<file path="src/rtl/reg_read_stage.sv">
// LC-3b decode/register-read stage: field extraction, per-register write scoreboard,
// RAW stall with same-cycle writeback bypass, and the AGEX pipeline latch.
module reg_read_stage #(
  parameter int SB_MAX = 3
) (
  input  logic        clk,
  input  logic        rst_n,
  input  logic        de_valid,
  input  logic [15:0] de_ir,
  output logic        de_ready,
  output logic [2:0]  rf_sr1,
  output logic [2:0]  rf_sr2,
  input  logic [15:0] rf_sr1_data,
  input  logic [15:0] rf_sr2_data,
  input  logic        wb_we,
  input  logic [2:0]  wb_dr,
  input  logic [15:0] wb_data,
  output logic        agex_valid,
  input  logic        agex_ready,
  output logic [15:0] agex_ir,
  output logic [15:0] agex_sr1_val,
  output logic [15:0] agex_sr2_val,
  output logic [2:0]  agex_dr,
  output logic        agex_dr_we
);

  localparam logic [1:0] LP_SB_MAX = 2'(SB_MAX);

  logic [1:0]  r_cnt [8];
  logic        r_agex_valid;
  logic [15:0] r_agex_ir;
  logic [15:0] r_agex_sr1_val;
  logic [15:0] r_agex_sr2_val;
  logic [2:0]  r_agex_dr;
  logic        r_agex_dr_we;

  logic [3:0]  w_op;
  logic [2:0]  w_sr1;
  logic [2:0]  w_sr2;
  logic        w_sr1_used;
  logic        w_sr2_used;
  logic [2:0]  w_dr;
  logic        w_dr_we;

  logic [1:0]  w_cnt_s1;
  logic [1:0]  w_cnt_s2;
  logic        w_byp1;
  logic        w_byp2;
  logic        w_haz1;
  logic        w_haz2;
  logic        w_haz_dst;
  logic        w_hazard;
  logic [15:0] w_val1;
  logic [15:0] w_val2;
  logic        w_issue;
  logic [7:0]  w_inc;
  logic [7:0]  w_dec;

  always_comb begin
    w_op       = de_ir[15:12];
    w_sr1      = de_ir[8:6];
    w_sr2      = de_ir[2:0];
    w_sr1_used = 1'b0;
    w_sr2_used = 1'b0;
    w_dr       = 3'd0;
    w_dr_we    = 1'b0;
    case (w_op)
      4'b0001, 4'b0101, 4'b1001: begin
        w_sr1_used = 1'b1;
        w_sr2_used = !de_ir[5];
        w_dr       = de_ir[11:9];
        w_dr_we    = 1'b1;
      end
      4'b1101, 4'b0010, 4'b0110: begin
        w_sr1_used = 1'b1;
        w_dr       = de_ir[11:9];
        w_dr_we    = 1'b1;
      end
      4'b0011, 4'b0111: begin
        w_sr1_used = 1'b1;
        w_sr2_used = 1'b1;
        w_sr2      = de_ir[11:9];
      end
      4'b1100: w_sr1_used = 1'b1;
      4'b0100: begin
        w_sr1_used = !de_ir[11];
        w_dr       = 3'd7;
        w_dr_we    = 1'b1;
      end
      4'b1110: begin
        w_dr    = de_ir[11:9];
        w_dr_we = 1'b1;
      end
      4'b1111: begin
        w_dr    = 3'd7;
        w_dr_we = 1'b1;
      end
      default: ;
    endcase
  end

  // A single outstanding write that retires this cycle can be forwarded; the
  // register file only sees the new value after the edge.
  always_comb begin
    w_cnt_s1  = r_cnt[w_sr1];
    w_cnt_s2  = r_cnt[w_sr2];
    w_byp1    = wb_we && (wb_dr == w_sr1) && (w_cnt_s1 == 2'd1);
    w_byp2    = wb_we && (wb_dr == w_sr2) && (w_cnt_s2 == 2'd1);
    w_haz1    = w_sr1_used && (w_cnt_s1 != 2'd0) && !w_byp1;
    w_haz2    = w_sr2_used && (w_cnt_s2 != 2'd0) && !w_byp2;
    w_haz_dst = w_dr_we && (r_cnt[w_dr] == LP_SB_MAX) && !(wb_we && (wb_dr == w_dr));
    w_hazard  = w_haz1 || w_haz2 || w_haz_dst;
    w_val1    = w_byp1 ? wb_data : rf_sr1_data;
    w_val2    = w_byp2 ? wb_data : rf_sr2_data;
    de_ready  = !w_hazard && (!r_agex_valid || agex_ready);
    w_issue   = de_valid && de_ready;
  end

  always_comb begin
    w_inc = '0;
    w_dec = '0;
    for (int i = 0; i < 8; i++) begin
      w_inc[i] = w_issue && w_dr_we && (w_dr == 3'(i));
      w_dec[i] = wb_we && (wb_dr == 3'(i)) && (r_cnt[i] != 2'd0);
    end
  end

  always_ff @(posedge clk) begin
    if (!rst_n) begin
      for (int i = 0; i < 8; i++) r_cnt[i] <= 2'd0;
    end else begin
      for (int i = 0; i < 8; i++) begin
        if (w_inc[i] && !w_dec[i])
          r_cnt[i] <= r_cnt[i] + 2'd1;
        else if (w_dec[i] && !w_inc[i])
          r_cnt[i] <= r_cnt[i] - 2'd1;
      end
    end
  end

  always_ff @(posedge clk) begin
    if (!rst_n) begin
      r_agex_valid   <= 1'b0;
      r_agex_ir      <= 16'd0;
      r_agex_sr1_val <= 16'd0;
      r_agex_sr2_val <= 16'd0;
      r_agex_dr      <= 3'd0;
      r_agex_dr_we   <= 1'b0;
    end else if (w_issue) begin
      r_agex_valid   <= 1'b1;
      r_agex_ir      <= de_ir;
      r_agex_sr1_val <= w_val1;
      r_agex_sr2_val <= w_val2;
      r_agex_dr      <= w_dr;
      r_agex_dr_we   <= w_dr_we;
    end else if (agex_ready) begin
      r_agex_valid <= 1'b0;
    end
  end

  assign rf_sr1       = w_sr1;
  assign rf_sr2       = w_sr2;
  assign agex_valid   = r_agex_valid;
  assign agex_ir      = r_agex_ir;
  assign agex_sr1_val = r_agex_sr1_val;
  assign agex_sr2_val = r_agex_sr2_val;
  assign agex_dr      = r_agex_dr;
  assign agex_dr_we   = r_agex_dr_we;

endmodule

</file>
<file path="config.mk">
export PLATFORM = sky130hd
export DESIGN_NAME = reg_read_stage
export DESIGN_NICKNAME = d
export VERILOG_FILES = /design/src/rtl/reg_read_stage.sv
export SDC_FILE = /design/constraint.sdc
export NUM_CORES = 1
export LEC_CHECK = 0
export BUFFER_PORTS_ARGS = -buffer_cell sky130_fd_sc_hd__buf_2
export CORE_MARGIN = 2
export CORE_UTILIZATION = 25
export CTS_CLUSTER_SIZE = 28
export DETAILED_ROUTE_END_ITERATION = 10
export GPL_ROUTABILITY_DRIVEN = 0
export PLACE_DENSITY = 0.49
export SLEW_MARGIN = 25
export SYNTH_ARGS = -nofsm -noshare
export SYNTH_HDL_FRONTEND = slang
export SYNTH_SLANG_ARGS = --single-unit
</file>
<file path="constraint.sdc">
create_clock -name clk -period 6.3 [get_ports clk]
set_input_delay 0.945 -clock clk [delete_from_list [all_inputs] [get_ports clk]]
set_output_delay 0.945 -clock clk [all_outputs]
set_load 0.01 [all_outputs]
</file>
==> flow_summary.toml <==
[grt]
track_usage_pct = 15.5
grt_pass1_wl_um = 24500
grt_start_max_net_pins = 86
antenna_found_initial = 0
first_global_vias = 4672
grt_overflow = 0

[sta]
max_freq_ghz = 0.222
fin_tns_setup_ns = 0
setup_viol = 0
slew_violations = 0
hold_viol_final = 0
worstMarginPinSlew_ns = 0.886
fin_worst_skew_ns = 0.00677
hold_ws_ns = 0.452
fin_crit_ns = 4.51
relSlewSlack_pct = 40.9
setup_ws_ns = 1.79
rsz0062_at_grt = "no"
period_share_pct = 71.6

[clock_network]
root_buffer = "clkbuf_16"
cts_resized = 0
cts_tree = "built"
cts.sinks = 69
cts_buffer_depth = 2
clock_latency_ns = 0.34
holdBufCountCts = 0
htree_levels = 3
cts_buffers = 9
cts_setup_buffers = 0
clkTransAtPathRegs_ns = 0.06

[synthesis]
synth_fp_nets = 606
synth_top_family_by_area = "multiplexers"
avgSynthCellArea_um2 = 8.93
muxShareOfSynthArea_pct = 22.1
syn_area_um2 = 4760
synthAdderAreaFrac_pct = 0.263
yosys_warnings = 0
synth-simple-area-share_pct = 20.2
ys.flop_type = "dfxtp_1"
ys_seq_elements = 69
synthCells = 533
synthDistinctLibCells = 64
ys_seq_area_share_pct = 32.4
synth_compound_area_share_pct = 17.1
async_flop_share_pct = 0
synth-edff-count = 16
synth_xor_area_share_pct = 2.21

[finish]
area_growth_pct = 23.5
nNetsFinal = 702
drive_gt1_share_pct = 31.4
n_antenna_cell = 0

[critical_path]
rr_worst_depth = 7
arrival_ns = 3.56
r2r_slack_ns = 2.61
cp.required_ns = 5.35
crit_path_max_fanout = 22
end_kind = "primary output"
r2r-start = "r_cnt[7][1]$_SDFFCE_PN0P_"
worstSetupPathType = "primary input to primary output"
timing.rr.end = "agex_sr1_val[10]$_SDFFE_PN0P_"
start_kind = "primary input"

[pwr]
peakVddDrop_uv = 104
powerDensity_nw_per_um2 = 256
power.leakage_nw = 2.59

[place]
place_hpwl_um = 11200
numPortBuffers = 131
place_ws_ns = 1.81

[drt]
dr.first_iter.drc_count = 219
ant_nets = 0
first_pass_iters = 5
avgRoutedWirePerCell_um = 18.0
dr_total_vias = 4638
viasPerCell = 5.34
drt-total-wl_um = 15600
drc = 0

[floorplan]
start_util_pct = 25.5
die_y_um = 142
dieArea_um2 = 20200
pin_count = 132
num_rows = 50
fp.coreArea_um2 = 18700
die_x_um = 142

[min_path]
min_path_cells = 2
hold_end = "agex_ir[9]$_SDFFE_PN0P_"
min_path_type = "flip-flop to flip-flop"
min_from = "agex_ir[9]$_SDFFE_PN0P_"

[job]
cap_violations = 0

[run_status]
status = "finished clean"
-- sequential cells by signal, indices dropped and copies added (netlist names) --
register / count
agex_valid: 1
r_cnt: 16
agex_dr_we: 1
agex_ir: 16
agex_sr1_val: 16
agex_sr2_val: 16
agex_dr: 3
-- layout by cell type, fill, tap and decap left out, types with 4 or more instances in the layout --
cell type  synthesis  layout
o21a_1             5       5
buf_2             15     131
a211oi_1          24      24
edfxtp_1          16      16
nor3_1             4       4
inv_1              9       9
nand3_1           23      23
clkbuf_16          0      11
a31o_2             5       5
mux2_2            18      18
mux2i_1           60      60
nand2_1           85      85
nand4_1            8       8
o2111ai_1          4       4
a21oi_1            6       6
or4_1              4       4
nor2b_1            7       7
o31ai_1            8       8
a31oi_1           20      20
buf_4              5       7
o211ai_1           4       4
o21ai_0           12      12
nor2_1            17      17
xnor2_1            6       6
dfxtp_1           53      53
and3_1             5       5
mux4_2            11      11
nand2b_1          12      12
xor2_1             6       6
-- kinds of logic after synthesis --
| logic type | Yosys count |
|---|---|
| simple gates | 191 |
| compound gates | 109 |
| mux | 89 |
| flops | 69 |
| buf+inv | 62 |
| xor+xnor | 12 |
| fa+ha+maj | 1 |
-- metrics by stage --
step           cell area (um^2)  power, W  util (%)  std cells
2_1_floorplan              4760  0.000789         -        533
3_3_place_gp               5530  0.000917      29.6        852
3_5_place_dp               5530  0.000927      29.6        852
4_1_cts                    5880   0.00152      31.4        868
5_1_grt                    5880   0.00158      31.4        868
6_report                   5880   0.00150      31.4        868
-- Yosys cell counts (6+ instances only) --
cell	instances	area share, %
a31oi_1	20	2.6
mux2_2	18	4.3
nor2_1	17	1.3
nand2b_1	12	1.6
nor2b_1	7	0.92
a21oi_1	6	0.63
inv_1	9	0.71
clkbuf_1	30	2.4
nand3_1	23	2.4
xor2_1	6	1.1
mux4_2	11	5.2
a211oi_1	24	3.8
edfxtp_1	16	10
buf_2	15	1.6
o31ai_1	8	1.3
mux2i_1	60	13
o21ai_0	12	1.3
dfxtp_1	53	22
nand4_1	8	1.1
xnor2_1	6	1.1
nand2_1	85	6.7
-- how the worst max path moves through the flow --
stage,slack (ns),cells past startpoint,start,to
3_3_place_gp,1.92,8,de_ir[12],de_ready
4_1_cts,1.81,8,de_ir[12],de_ready
6_report,1.79,8,de_ir[12],de_ready
5_1_grt,1.60,8,de_ir[12],de_ready
3_5_place_dp,1.81,8,de_ir[12],de_ready
2_1_floorplan,2.23,10,de_ir[11],de_ready
-- routing by layer --
metal	GRT usage, %	wire length (um)	part of all wire [%]	vias to the layer above
met4	5.68	291	1.9	0
met3	4.27	1270	8.1	24
met2	25.4	7210	46	208
met1	19.5	6830	44	2235
li1	-	-	-	2171
met5	0	0	0	-
-- worst max-delay path, stage by stage --
cell	delay (ns)
buf_2	0.21
or4b_1	0.57
o21a_1	0.14
and2_1	0.18
a2111oi_2	0.49
o32a_1	0.74
nor2_1	0.11
buf_2	0.18
-- layout make-up --
type	count	area (um^2)
Inverter	9	33.8
Fill cell	1956	12800
Multi-Input combinational cell	402	2950
Sequential cell	69	1540
Clock buffer	13	303
Timing Repair Buffer	138	708
Clock inverter	3	46.3
Tap cell	234	293
-- power by group --
part	switching, W	leakage [nW]	total [W]	internal [W]
clock network	0.000207	0.168	0.000585	0.000377
logic	0.000229	1.82	0.000383	0.000154
registers	0.0000368	0.600	0.000536	0.000499
total	0.000473	2.59	0.00150	0.00103
(Power assumes the default switching activity.)
